[src/rtl/i2c_slave_pkg.sv]
// Shared definitions for the I2C slave front end.
//   i2c_mon_state_t : transaction sequencer states of i2c_bus_monitor
//   ADDR_BITS       : address bits per address frame
//   BYTE_BITS       : data bits per byte
//   ACK_SLOT        : bit_cnt value that marks the ninth (acknowledge) clock
package i2c_slave_pkg;

    typedef enum logic [2:0] {
        IDLE,
        ADDR,
        RW,
        ACK,
        DATA,
        IGNORE
    } i2c_mon_state_t;

    localparam int ADDR_BITS = 7;
    localparam int BYTE_BITS = 8;
    localparam int ACK_SLOT  = 8;

endpackage

[src/rtl/i2c_line_sync.sv]
// Synchroniser for one raw I2C line into the local clock domain.
//   clk, rst        : local clock, synchronous active-high reset
//   line_in         : raw asynchronous pin
//   line            : synchronised line (last synchroniser stage)
//   line_prev       : line delayed by one clock
//   rise, fall      : one-cycle edge strobes derived from line/line_prev
// SYNC_STAGES must be at least 2. Everything resets to 1 (released bus).
module i2c_line_sync #(
    parameter int SYNC_STAGES = 2
) (
    input  logic clk,
    input  logic rst,
    input  logic line_in,
    output logic line,
    output logic line_prev,
    output logic rise,
    output logic fall
);

    logic [SYNC_STAGES-1:0] sync_q;

    always_ff @(posedge clk) begin
        if (rst) begin
            sync_q    <= '1;
            line_prev <= 1'b1;
        end else begin
            sync_q    <= {sync_q[SYNC_STAGES-2:0], line_in};
            line_prev <= sync_q[SYNC_STAGES-1];
        end
    end

    assign line = sync_q[SYNC_STAGES-1];
    assign rise = line & ~line_prev;
    assign fall = ~line & line_prev;

endmodule

[src/rtl/i2c_bus_monitor.sv]
// Front end of the I2C slave: synchronises SCL/SDA, detects START/STOP,
// sequences the address / R/W / ACK / data slots and drives the address
// decoder.
//   FPGA_clk, rst              : system clock (>= 4x SCL), sync active-high reset
//   SCL_in, SDA_in             : raw bus pins
//   addr_done, addr_selected   : address decoder result
//   SCL, SDA, SCL_prev         : synchronised lines to the decoder
//   scl_rise, scl_fall         : SCL edge strobes
//   start_det, stop_det        : bus condition strobes
//   bus_busy                   : high between START and STOP
//   addr_enable, addr_rst      : decoder enable / restart
//   rw_bit, rw_valid           : sampled R/W bit and its update strobe
//   sda_oe                     : 1 pulls SDA low (address ACK)
//   bit_cnt                    : bit position in the current frame
//   byte_done                  : strobe after the 8th data bit
//   nack_ignored               : transaction addressed elsewhere
module i2c_bus_monitor
    import i2c_slave_pkg::*;
#(
    parameter int SYNC_STAGES = 2
) (
    input  logic       FPGA_clk,
    input  logic       rst,
    input  logic       SCL_in,
    input  logic       SDA_in,
    input  logic       addr_done,
    input  logic       addr_selected,
    output logic       SCL,
    output logic       SDA,
    output logic       SCL_prev,
    output logic       scl_rise,
    output logic       scl_fall,
    output logic       start_det,
    output logic       stop_det,
    output logic       bus_busy,
    output logic       addr_enable,
    output logic       addr_rst,
    output logic       rw_bit,
    output logic       rw_valid,
    output logic       sda_oe,
    output logic [3:0] bit_cnt,
    output logic       byte_done,
    output logic       nack_ignored
);

    logic sda_prev, sda_rise, sda_fall;

    i2c_line_sync #(.SYNC_STAGES(SYNC_STAGES)) u_scl_sync (
        .clk      (FPGA_clk),
        .rst      (rst),
        .line_in  (SCL_in),
        .line     (SCL),
        .line_prev(SCL_prev),
        .rise     (scl_rise),
        .fall     (scl_fall)
    );

    i2c_line_sync #(.SYNC_STAGES(SYNC_STAGES)) u_sda_sync (
        .clk      (FPGA_clk),
        .rst      (rst),
        .line_in  (SDA_in),
        .line     (SDA),
        .line_prev(sda_prev),
        .rise     (sda_rise),
        .fall     (sda_fall)
    );

    // SCL must be high in both samples, so an SDA edge that lands in the
    // same sample as an SCL edge is never taken as a condition.
    assign start_det = SCL & SCL_prev & sda_fall;
    assign stop_det  = SCL & SCL_prev & sda_rise;

    i2c_mon_state_t state_q, state_d;
    logic [3:0] bit_cnt_q, bit_cnt_d;
    logic sda_oe_q, sda_oe_d;
    logic rw_bit_q, rw_bit_d;
    logic rw_valid_q, rw_valid_d;
    logic byte_done_q, byte_done_d;
    logic bus_busy_q, bus_busy_d;
    logic addr_rst_q, addr_rst_d;

    // State and datapath registers.
    always_ff @(posedge FPGA_clk) begin
        if (rst) begin
            state_q     <= IDLE;
            bit_cnt_q   <= '0;
            sda_oe_q    <= 1'b0;
            rw_bit_q    <= 1'b0;
            rw_valid_q  <= 1'b0;
            byte_done_q <= 1'b0;
            bus_busy_q  <= 1'b0;
            addr_rst_q  <= 1'b0;
        end else begin
            state_q     <= state_d;
            bit_cnt_q   <= bit_cnt_d;
            sda_oe_q    <= sda_oe_d;
            rw_bit_q    <= rw_bit_d;
            rw_valid_q  <= rw_valid_d;
            byte_done_q <= byte_done_d;
            bus_busy_q  <= bus_busy_d;
            addr_rst_q  <= addr_rst_d;
        end
    end

    // Next-state logic: STOP beats START beats per-state behaviour.
    always_comb begin
        state_d     = state_q;
        bit_cnt_d   = bit_cnt_q;
        sda_oe_d    = sda_oe_q;
        rw_bit_d    = rw_bit_q;
        rw_valid_d  = 1'b0;
        byte_done_d = 1'b0;
        bus_busy_d  = bus_busy_q;
        addr_rst_d  = 1'b0;

        if (stop_det) begin
            state_d    = IDLE;
            bit_cnt_d  = '0;
            sda_oe_d   = 1'b0;
            bus_busy_d = 1'b0;
        end else if (start_det) begin
            state_d    = ADDR;
            bit_cnt_d  = '0;
            sda_oe_d   = 1'b0;
            bus_busy_d = 1'b1;
            addr_rst_d = 1'b1;
        end else begin
            case (state_q)
                IDLE: ;
                ADDR: begin
                    if (scl_rise)
                        bit_cnt_d = bit_cnt_q + 4'd1;
                    // During the restart cycle the decoder still shows the
                    // result of the previous transaction, so it is ignored.
                    if (addr_done && !addr_rst_q)
                        state_d = addr_selected ? RW : IGNORE;
                    else if (scl_rise && bit_cnt_q == 4'(ADDR_BITS))
                        state_d = IGNORE;
                end
                RW: begin
                    if (scl_rise) begin
                        rw_bit_d   = SDA;
                        rw_valid_d = 1'b1;
                        bit_cnt_d  = 4'(ACK_SLOT);
                        state_d    = ACK;
                    end
                end
                ACK: begin
                    // First fall opens the ACK bit, second fall closes it.
                    if (scl_fall) begin
                        if (!sda_oe_q) begin
                            sda_oe_d = 1'b1;
                        end else begin
                            sda_oe_d  = 1'b0;
                            bit_cnt_d = '0;
                            state_d   = DATA;
                        end
                    end
                end
                DATA: begin
                    if (scl_rise) begin
                        if (bit_cnt_q == 4'(ACK_SLOT))
                            bit_cnt_d = '0;
                        else
                            bit_cnt_d = bit_cnt_q + 4'd1;
                        if (bit_cnt_q == 4'(BYTE_BITS - 1))
                            byte_done_d = 1'b1;
                    end
                end
                IGNORE: sda_oe_d = 1'b0;
                default: state_d = IDLE;
            endcase
        end
    end

    // Outputs.
    always_comb begin
        addr_enable  = (state_q == ADDR);
        nack_ignored = (state_q == IGNORE);
        addr_rst     = addr_rst_q | rst;
        bit_cnt      = bit_cnt_q;
        sda_oe       = sda_oe_q;
        rw_bit       = rw_bit_q;
        rw_valid     = rw_valid_q;
        byte_done    = byte_done_q;
        bus_busy     = bus_busy_q;
    end

endmodule

[config.mk]
export PLATFORM = sky130hd
export DESIGN_NAME = i2c_bus_monitor
export DESIGN_NICKNAME = d
export VERILOG_FILES = /design/src/rtl/i2c_slave_pkg.sv /design/src/rtl/i2c_line_sync.sv /design/src/rtl/i2c_bus_monitor.sv
export SDC_FILE = /design/constraint.sdc
export NUM_CORES = 1
export LEC_CHECK = 0
export CORE_ASPECT_RATIO = 1.25
export CORE_MARGIN = 2
export CORE_UTILIZATION = 25
export CTS_CLUSTER_DIAMETER = 120
export DETAILED_ROUTE_END_ITERATION = 16
export PLACE_DENSITY = 0.5
export SLEW_MARGIN = 30
export SYNTH_ARGS = -nofsm -noshare
export SYNTH_HDL_FRONTEND = slang
export SYNTH_SLANG_ARGS = --single-unit
[constraint.sdc]
create_clock -name FPGA_clk -period 3.08 [get_ports FPGA_clk]
set_clock_uncertainty 0.15 [all_clocks]
set_input_delay 0.308 -clock FPGA_clk [delete_from_list [all_inputs] [get_ports FPGA_clk]]
set_output_delay 0.308 -clock FPGA_clk [all_outputs]
set_load 0.005 [all_outputs]
[Word level (Yosys, flattened, before mapping)]
Index checks and enable logic that the tools add are counted.
Word-level totals
  bits in registers: 19
  input port bits: 6
  output and inout port bits: 19
Operators by class
  add/sub/neg operators: 1
  equality and inequality tests: 18
  multiplexer cells: 21
  bitwise operators: 18
  reduce and logical (&&, ||, !) cells: 16
Operators by type and width (number)
  $mux W4: 6
  $mux W3: 6
  $pmux W4 S4: 1
  $pmux W3 S4: 1
  $ne A2 B2 Y1 const B: 5
  $not A1 Y1: 10
  $reduce_and A5 Y1: 2
  $ne A3 B3 Y1 const B: 3
  $and A1 B1 Y1: 7
  $eq A3 B2 Y1 const B: 2
  $eq A3 B3 Y1 const B: 2
  $mux W1: 6
  $reduce_and A6 Y1: 1
  $reduce_or A3 Y1: 2
  $reduce_or A5 Y1: 1
  $add A4 B1 Y4 const B: 1
  $eq A4 B3 Y1 const B: 1
  $eq A4 B4 Y1 const B: 1
  $ne A4 B2 Y1 const B: 1
  $reduce_and A4 Y1: 1
  $reduce_bool A4 Y1: 1
  $reduce_or A4 Y1: 1
  $eq A3 B1 Y1 const B: 1
  $logic_not A3 Y1: 1
  other kinds (9): 10

[Depth between registers and ports, before layout]
Gate-level depths: netlist (run 1).
  depth in word-level cells: 7
  mapped depth: 6
  mapped depth without buffers: 6

[Cells and area by module]
A second synthesis (run 1) with hierarchy kept.
Second synthesis, totals
  cells, all modules: 112
  area total of the unflattened synthesis: 1012.2 um^2
Modules (own cells, without submodules)
  i2c_bus_monitor: instances 1, cells an instance 96, area an instance 827.0 um^2, sequential area each 260.2 um^2
  i2c_line_sync: instances 2, cells an instance 8, area an instance 92.6 um^2, sequential area each 60.1 um^2

[Least setup slack after synthesis (run 1)]
Ideal clock, no wire load.
  path kind: reg2reg
  start point: register u_scl_sync.line_prev
  end point: register state_q[0]
  setup time: 0.120 ns
  data arrival time: 1.258 ns
  slack: 1.552 ns
  stages on the path, launching flop included: 5
  buffers on the path: 0
  period minus slack after synthesis: 1.528 ns
  cell sequence: dfxtp_1 -> and2b_4 -> a31oi_1 -> o311a_1 -> o31a_1
Between the ends
  cells in the longest elaborated chain, start to end: 5
  elaborated cells between the ends (all ways): 15
  classes of those cells: 5 x eq/ne; 1 x mux; 6 x bitwise; 3 x reduce/logical
Ends and longest elaborated chain
  start: declaration: RTL line i2c_line_sync.sv:15  | output logic line_prev,
  start signal: assignment: RTL line i2c_line_sync.sv:28  | line_prev <= sync_q[SYNC_STAGES-1];
  $not A1 Y1 (*): RTL line i2c_line_sync.sv:33  | assign rise = line & ~line_prev;
  $and A1 B1 Y1 (*): RTL line i2c_line_sync.sv:33
  via scl_rise: RTL line i2c_bus_monitor.sv:31  | output logic scl_rise,
  $logic_and A1 B1 Y1: RTL line i2c_bus_monitor.sv:137  | else if (scl_rise && bit_cnt_q == 4'(ADDR_BITS))
  $ne A4 B2 Y1 (no line)
  $reduce_and A5 Y1 (no line) (*)
  end signal: assignment: RTL line i2c_bus_monitor.sv:94  | state_q <= state_d;
  end: declaration: RTL line i2c_bus_monitor.sv:73  | i2c_mon_state_t state_q, state_d;
The timed path passes the listed nets; every way through them passes the cells marked *.
A chain may end at the register's enable or synchronous reset.

[Worst setup path in the final report (run 1)]
  start point: register u_scl_sync.line_prev
  end point: output port start_det
Between the ends
  cells in the longest elaborated chain, start to end: 2
Ends and longest elaborated chain
  $and A1 B1 Y1 (2 in series): RTL line i2c_bus_monitor.sv:70  | assign start_det = SCL & SCL_prev & sda_fall;
  end: declaration: RTL line i2c_bus_monitor.sv:33  | output logic start_det,
Every way passes these cells.

==> flow_metrics.env, run 1 <==
export IMPL_run_status="finished, final reports clean"
export IMPL_numPortBuffers=24
export IMPL_dp_hpwl_mm=1.91
export IMPL_drt_pass1_iterations=4
export IMPL_met2_usage_pct=21.4
export IMPL_cts_tree="built"
export IMPL_drv_cap=0
export IMPL_clkPwrFrac_pct=37.7
export IMPL_fin_nets=154
export IMPL_hp_class="reg2reg"
export IMPL_path_class="reg2out"
export IMPL_cts_buffers=3
export IMPL_num_fill_cells=415
export IMPL_coreArea_sq_um=4000
export IMPL_cp_max_fo=10
export IMPL_p_seq_share_pct=53.3
export IMPL_pwr_share_comb_pct=9.0
export IMPL_die_h_um=75.5
export IMPL_final_period_utilization_pct=71.4
export IMPL_netSwitchingPower_uw=117
export IMPL_cp_arrival_ns=1.74
export IMPL_start_kind="flop"
export IMPL_htreeDepth=1
export IMPL_p_sw_share_pct=24.3
export IMPL_clk_path_buf_depth=2
export IMPL_synth_cell_types=42
export IMPL_hold_slack_ns=0.257
export IMPL_grt_pass1_vias=941
export IMPL_p_leak_nw=0.475
export IMPL_drtIter0Drc=19
export IMPL_hold_viol_final=0
export IMPL_cpLargestDelayFamily="buffers and inverters"
export IMPL_gp_congestion=0.794
export IMPL_rsz0062_at_grt="no"
export IMPL_p_per_area_nw_per_um2=354
export IMPL_drive_above_1_share_pct=11.7
export IMPL_ys_warn_count=0
export IMPL_worst_slew_pin_slew_ns=0.475
export IMPL_synth_area_leaders="dfxtp_1 (37%), nor2b_1 (5.5%), a21oi_1 (4.9%)"
export IMPL_initial_utilization_pct=25.6
export IMPL_irDropWorstVdd_mv=0.192
export IMPL_busiest_layer="met2"
export IMPL_tns_ns=0
export IMPL_vias=967
export IMPL_slew_violations=0
export IMPL_synth_top_area_share_pct=37.2
export IMPL_slowest_delay_ns=0.55
export IMPL_cp_required_ns=2.62
export IMPL_cts_resized=0
export IMPL_setup_viol=0
export IMPL_grt_pass1_wl_mm=4.35
export IMPL_period_minus_slack_ns=2.20
export IMPL_vias_per_cell=4.81
export IMPL_ios=25
export IMPL_clk_latency_ns=0.26
export IMPL_antenna_found_initial=0
export IMPL_cts_hold_buf=0
export IMPL_synth_top_area_cell="dfxtp_1"
export IMPL_synth_area_sq_um=1020
export IMPL_path_clk_slew_ns=0.08
export IMPL_clock_fmax_mhz=454
export IMPL_path_cells="nand4b_1 -> inv_1 -> clkdlybuf4s50_1"
export IMPL_synth_nets=129
export IMPL_num_rows=26
export IMPL_drcViolationCount=0
export IMPL_endpoint_kind="primary output"
export IMPL_slew_headroom_pct=68.3
export IMPL_async_reset_ff_share_pct=0
export IMPL_netlist_instances=121
export IMPL_cts_sinks=19
export IMPL_drt_total_wl_mm=2.63
export IMPL_grt_usage_pct=12.4
export IMPL_crit_buf_inv=2
export IMPL_grt_max_degree=16
export IMPL_n_antenna_cell=0
export IMPL_use_met3_pct=2.38
export IMPL_ctsRootBufferMaster="clkbuf_8"
export IMPL_wire_per_inst_um=13.1
export IMPL_die_x_um=61.2
export IMPL_die_area_sq_um=4630
export IMPL_avgSynthCellArea_sq_um=8.46
export IMPL_cp_slowest_cell="dfxtp_1"
export IMPL_cts_setup_buffers=0
export IMPL_ys_flop_type="dfxtp_1"
export IMPL_area_growth_pct=33.1
export IMPL_synth_seq_area_share_pct=37.2
export IMPL_p_int_uw=365
export IMPL_grtUsageMet1_pct=15.4
export IMPL_ant_nets=0
export IMPL_grt_remaining_overflow=0
export IMPL_finalPower_uw=483
export IMPL_ys_ff_latch=19
export IMPL_synth_edf_count=0
final timing paths:
path                                                         to                            start  depth (start not counted)  slack [ns]
worst min register to register  u_sda_sync.sync_q[1]$_SDFF_PP1_  u_sda_sync.sync_q[0]$_SDFF_PP1_                          1        0.26
worst min-delay path            u_sda_sync.sync_q[1]$_SDFF_PP1_  u_sda_sync.sync_q[0]$_SDFF_PP1_                          1        0.26
worst max register to register          bit_cnt[3]$_SDFFE_PP0P_          state_q[1]$_SDFFE_PP0P_                          4        1.18
worst max-delay path                                  start_det  u_scl_sync.line_prev$_SDFF_PP1_                          3        0.88
sequential cells by signal, summed over array words and instances, names as in the netlist:
signal and flops:
rw_bit 1, rw_valid 1, addr_rst_q 1, byte_done 1, u_sda_sync.line_prev 1, u_scl_sync.sync_q 2, state_q 3, u_sda_sync.sync_q 2
u_scl_sync.line_prev 1, bit_cnt 4, bus_busy 1, sda_oe 1
cells in the final DEF, fill, tap and decap left out, types with 2 or more instances in the layout:
master and count:
clkdlybuf4s50_1 24, dfxtp_1 19, a21oi_1 10, nand2_1 9
nor2b_1 9, or2_2 7, inv_1 6, nor2_1 6
nand3_1 6, and4b_1 4, o21ai_0 4, o21ai_1 3
nor3_1 3, clkbuf_8 3, nand2b_1 2, o211ai_1 2
ha_1 2
synth_stat cells, types with 2 or more instances:
| master | count |
|---|---|
| a21oi_1 | 10 |
| and4b_1 | 4 |
| buf_2 | 2 |
| clkbuf_1 | 2 |
| dfxtp_1 | 19 |
| ha_1 | 2 |
| inv_1 | 6 |
| nand2_1 | 9 |
| nand2b_1 | 2 |
| nand3_1 | 6 |
| nor2_1 | 6 |
| nor2b_1 | 9 |
| nor3_1 | 3 |
| o211ai_1 | 2 |
| o21ai_0 | 4 |
| o21ai_1 | 3 |
| or2_2 | 7 |
layout make-up:
type                            count  area (sq um)  area share (%)
Timing Repair Buffer               24           240            17.6
Multi-Input combinational cell     92           603            44.3
Sequential cell                    19           380            27.9
Clock inverter                      1          5.00           0.367
Clock buffer                        3          41.3            3.03
Inverter                            6          22.5            1.65
Tap cell                           56          70.1            5.14
per-stage QoR:
stage               instance area, sq um  std cells  utilization, %  setup slack, ns
floorplan                           1020        121               -             1.55
global placement                    1320        197            32.9            0.920
global route                        1360        201            34.1            0.770
finish                              1360        201            34.1            0.879
detailed placement                  1320        197            32.9            0.890
CTS                                 1360        201            34.1            0.870
cell families (layout without fill, tap and decap cells):
| group | after synthesis | after routing | share of synthesized area (%) |
|---|---|---|---|
| DFF | 19 | 19 | 37.2 |
| and+or+nand+nor | 58 | 58 | 34.2 |
| buffers and inverters | 10 | 34 | 3.91 |
| AOI/OAI and AO/OA | 32 | 32 | 22.3 |
| adders and majority gates | 2 | 2 | 2.44 |
power by group through the flow:
stage / sequential [mW] / combinational [mW] / clock, mW
6_report: 0.257 / 0.0434 / 0.182
5_1_grt: 0.258 / 0.0482 / 0.193
4_1_cts: 0.257 / 0.0440 / 0.184
3_5_place_dp: 0.263 / 0.0437 / 0
3_3_place_gp: 0.263 / 0.0432 / 0
2_1_floorplan: 0.260 / 0.0237 / 0
per-layer routing:
layer	vias up	share of wire [%]
met5	-	0
met4	0	1.1
met3	4	3.8
met2	21	50
met1	462	45
li1	480	-
Note: power is estimated with default switching activity, not from simulation.
==> run 2: changes to the inputs <==
Settings changed: PLACE_DENSITY 0.5 to 0.52.
Clock period 3.08 ns to 1.88 ns, I/O delays scaled along.
==> flow_metrics.env, run 2 (synthesis gave the netlist of run 1 again) <==
export IMPL_numPortBuffers=24
export IMPL_final_period_utilization_pct=96.7
export IMPL_rsz0062_at_grt="no"
export IMPL_drv_cap=0
export IMPL_irDropWorstVdd_mv=0.368
export IMPL_placed_area_sq_um=1400
export IMPL_cp_required_ns=1.54
export IMPL_path_cells="and2b_2 -> and2_1 -> clkdlybuf4s50_1"
export IMPL_ant_nets=0
export IMPL_hold_slack_ns=0.259
export IMPL_n_antenna_cell=0
export IMPL_hp_class="reg2reg"
export IMPL_run_status="finished, final reports clean"
export IMPL_die_area_sq_um=4630
export IMPL_die_x_um=61.2
export IMPL_drt_total_wl_mm=2.65
export IMPL_num_rows=26
export IMPL_p_per_area_nw_per_um2=535
export IMPL_hold_end="u_sda_sync.sync_q[1]$_SDFF_PP1_"
export IMPL_setup_viol=0
export IMPL_die_h_um=75.5
export IMPL_vias_per_cell=4.69
export IMPL_cts_buffers=3
export IMPL_cp_max_fo=6
export IMPL_cts_tree="built"
export IMPL_largest_reg_flops=4
export IMPL_coreArea_sq_um=4000
export IMPL_wire_per_inst_um=12.4
export IMPL_initial_utilization_pct=25.6
export IMPL_reg2reg_slack_ns=0.18
export IMPL_grt_pass1_vias=886
export IMPL_finalNonFillerCells=213
export IMPL_r2r_start="state_q[1]$_SDFFE_PP0P_"
export IMPL_cp_arrival_ns=1.48
export IMPL_worst_slew_pin_slew_ns=0.442
export IMPL_endpoint_kind="primary output"
export IMPL_min_delay_start="u_sda_sync.sync_q[0]$_SDFF_PP1_"
export IMPL_grt_usage_pct=12.2
export IMPL_slew_violations=0
export IMPL_htreeDepth=1
export IMPL_slowest_delay_ns=0.49
export IMPL_path_class="reg2out"
export IMPL_hold_viol_final=0
export IMPL_gp_congestion=0.838
export IMPL_drcViolationCount=0
export IMPL_p_leak_nw=0.533
export IMPL_fin_area_sq_um=1470
export IMPL_drtIter0Drc=18
export IMPL_ios=25
export IMPL_hold_path_cell_count=1
export IMPL_drive_above_1_share_pct=22.3
export IMPL_clk_path_buf_depth=2
export IMPL_cts_sinks=19
export IMPL_cts_hold_buf=0
export IMPL_most_common_layout_cells="clkdlybuf4s50_1 (24), dfxtp_1 (15), buf_4 (12), a21oi_1 (10)"
export IMPL_tns_ns=0
export IMPL_dp_hpwl_mm=2.00
export IMPL_grt_remaining_overflow=0
export IMPL_cpLargestDelayFamily="buffers and inverters"
export IMPL_reg2reg_depth=5
export IMPL_cp_slowest_cell="clkdlybuf4s50_1"
export IMPL_grt_max_degree=14
export IMPL_final_common_cell="clkdlybuf4s50_1"
export IMPL_crit_buf_inv=1
export IMPL_vias=998
export IMPL_clock_fmax_mhz=550
export IMPL_path_clk_slew_ns=0.07
export IMPL_drt_pass1_iterations=3
export IMPL_period_minus_slack_ns=1.82
export IMPL_fin_nets=166
export IMPL_area_growth_pct=43.3
export IMPL_grt_pass1_wl_mm=4.24
export IMPL_start_kind="flop"
export IMPL_clk_latency_ns=0.25
export IMPL_ctsRootBufferMaster="clkbuf_8"
export IMPL_antenna_found_initial=0
export IMPL_r2r_end="bit_cnt[3]$_SDFFE_PP0P_"
export IMPL_slew_headroom_pct=70.3
export IMPL_dp_cells=208
run 2: how the worst max path moves through the flow:
stage,depth (start not counted),end,slack (ns),start
after floorplan,4,state_q[0]$_SDFFE_PP0P_,0.35,u_scl_sync.line_prev$_SDFF_PP1_
after global placement,5,state_q[0]$_SDFFE_PP0P_,0.13,addr_done
after detailed placement,5,state_q[0]$_SDFFE_PP0P_,0.09,addr_done
after CTS,3,nack_ignored,0.009,state_q[1]$_SDFFE_PP0P_
after global routing,3,addr_enable,0.01,state_q[2]$_SDFFE_PP0P_
final,3,nack_ignored,0.06,state_q[1]$_SDFFE_PP0P_
run 2: what timing repair did:
action,in CTS,in global routing
resized for setup,5,5
cloned,0,0
setup endpoints to repair,3,3
pin swaps,0,0
buffers inserted,0,1
run 2: per-layer routing:
layer / global-route usage [%] / vias up / part of all wire [%]
li1: - / 509 / -
met1: 15.9 / 463 / 47
met2: 19.6 / 22 / 48
met3: 2.38 / 4 / 3.3
met4: 5.07 / 0 / 2.0
met5: 0 / - / 0
run 2: power breakdown:
part	internal [mW]	switching [mW]
Sequential	0.408	0.00867
Combinational	0.0464	0.0331
Clock	0.151	0.139
Total	0.604	0.181
run 2: cell type report:
cell class | instances | area [sq um]
clock buffers | 4 | 45.0
multi-input cells | 92 | 606
flip-flops and latches | 19 | 393
inverters | 6 | 22.5
repair buffers | 36 | 330
fillers | 421 | 2530
well taps | 56 | 70.1
run 2: stage by stage:
stage | total power, mW | utilization [%] | setup WS (ns)
after detailed placement | 0.507 | 35.0 | 0.0918
after global placement | 0.507 | 35.0 | 0.133
after CTS | 0.794 | 36.3 | 0.00895
final | 0.785 | 36.6 | 0.0616
after global routing | 0.821 | 36.6 | 0.00989
after floorplan | 0.464 | - | 0.352
==> run 3: changes to the inputs <==
--- a/config.mk
+++ b/config.mk
@@ -12,3 +12,5 @@
 export DETAILED_ROUTE_END_ITERATION = 16
+export GPL_TIMING_DRIVEN = 0
 export PLACE_DENSITY = 0.52
+export SKIP_CTS_REPAIR_TIMING = 1
 export SLEW_MARGIN = 30
==> constraint.sdc (replaced) <==
create_clock -name FPGA_clk -period 1.88 [get_ports FPGA_clk]
set_clock_uncertainty 0.15 [all_clocks]
set_input_delay 0.376 -clock FPGA_clk [delete_from_list [all_inputs] [get_ports FPGA_clk]]
set_output_delay 0.376 -clock FPGA_clk [all_outputs]
set_load 0.005 [all_outputs]
==> flow_metrics.env, run 3 (synthesis gave the netlist of run 1 again) <==
export IMPL_run_status="finished, final reports clean"
export IMPL_ios=25
export IMPL_clock_fmax_mhz=553
export IMPL_antenna_found_initial=0
export IMPL_worst_slew_pin_slew_ns=0.460
export IMPL_coreArea_sq_um=4000
export IMPL_drcViolationCount=0
export IMPL_cts_sinks=19
export IMPL_cp_arrival_ns=1.28
export IMPL_hold_viol_final=0
export IMPL_timing_final_ws_setup_ns=0.0715
export IMPL_die_h_um=75.5
export IMPL_ant_nets=0
export IMPL_grt_max_degree=12
export IMPL_wire_per_inst_um=12.7
export IMPL_drtIter0Drc=14
export IMPL_area_growth_pct=45.2
export IMPL_finalNonFillerCells=212
export IMPL_most_common_layout_cells="clkdlybuf4s50_1 (16), dfxtp_1 (15), a21oi_1 (10)"
export IMPL_slew_violations=0
export IMPL_irDropWorstVdd_mv=0.320
export IMPL_start_kind="flop"
export IMPL_drive_above_1_share_pct=21.2
export IMPL_cp_max_fo=10
export IMPL_place_ws_ns=-0.530
export IMPL_clk_latency_ns=0.26
export IMPL_path_class="reg2out"
export IMPL_gp_congestion=0.816
export IMPL_fin_nets=165
export IMPL_largest_reg_flops=4
export IMPL_final_period_utilization_pct=96.2
export IMPL_grt_usage_pct=12.3
export IMPL_cts_tree="built"
export IMPL_period_minus_slack_ns=1.81
export IMPL_setup_viol=0
export IMPL_hp_class="in2reg"
export IMPL_dp_cells=201
export IMPL_dp_hpwl_mm=1.92
export IMPL_drt_total_wl_mm=2.69
export IMPL_slew_headroom_pct=69.3
export IMPL_vias_per_cell=4.95
export IMPL_num_rows=26
export IMPL_die_x_um=61.2
export IMPL_vias=1049
export IMPL_drv_cap=0
export IMPL_cp_required_ns=1.35
export IMPL_path_clk_slew_ns=0.07
export IMPL_cts_buffers=3
export IMPL_grt_pass1_wl_mm=4.31
export IMPL_n_antenna_cell=0
export IMPL_drt_pass1_iterations=4
export IMPL_ctsRootBufferMaster="clkbuf_8"
export IMPL_rsz0062_at_grt="no"
export IMPL_p_leak_nw=0.649
export IMPL_final_common_cell="clkdlybuf4s50_1"
export IMPL_reg2reg_slack_ns=0.13
export IMPL_p_per_area_nw_per_um2=532
export IMPL_num_fill_cells=431
export IMPL_initial_utilization_pct=25.6
export IMPL_clk_path_buf_depth=2
export IMPL_grt_pass1_vias=947
export IMPL_die_area_sq_um=4630
export IMPL_numPortBuffers=24
export IMPL_tns_ns=0
export IMPL_endpoint_kind="primary output"
export IMPL_htreeDepth=1
export IMPL_grt_remaining_overflow=0
[run 3: report_power, final]
group          total [mW]  switching [mW]  internal [mW]
registers           0.414         0.00632          0.408
clock network       0.291           0.140          0.151
logic              0.0860          0.0372         0.0489
total               0.791           0.183          0.608
[run 3: worst max-delay path, stage by stage, from the launching register on]
cell            delay (ns)
dfxtp_2               0.36
buf_6                 0.13
and2b_2               0.25
and2_1                0.15
dlymetal6s2s_1        0.14
[run 3: final cells by class]
cell class | count | area (sq um) | area share (%)
Tap cell | 56 | 70.1 | 4.71
Sequential cell | 19 | 393 | 26.4
Inverter | 6 | 22.5 | 1.52
Multi-Input combinational cell | 92 | 606 | 40.7
Clock buffer | 4 | 45.0 | 3.03
Buffer | 4 | 35.0 | 2.36
Timing Repair Buffer | 31 | 315 | 21.2
[run 3: final timing paths]
| path | from | to | cells after the start |
|---|---|---|---|
| worst max-delay path | state_q[1]$_SDFFE_PP0P_ | nack_ignored | 4 |
| worst min-delay path | rst | bus_busy$_SDFFE_PP0P_ | 2 |
| worst min register to register | u_sda_sync.sync_q[0]$_SDFF_PP1_ | u_sda_sync.sync_q[1]$_SDFF_PP1_ | 1 |
| worst max register to register | bit_cnt[2]$_SDFFE_PP0P_ | state_q[0]$_SDFFE_PP0P_ | 4 |
[run 3: routing by layer]
| layer | up-vias | GRT usage, % | wire (um) |
|---|---|---|---|
| li1 | 508 | - | - |
| met1 | 498 | 14.9 | 1130 |
| met2 | 35 | 19.9 | 1350 |
| met3 | 8 | 2.89 | 141 |
| met4 | 0 | 6.76 | 69 |
| met5 | - | 0 | 0 |
[run 3: stage by stage]
stage	instance area, sq um	hold WS, ns	power, mW	utilization [%]
finish	1490	0.258	0.791	37.1
global route	1490	0.281	0.827	37.1
CTS	1380	0.269	0.795	34.5
detailed placement	1330	0.252	0.503	33.3
global placement	1330	0.245	0.502	33.3
floorplan	1020	0.239	0.464	-
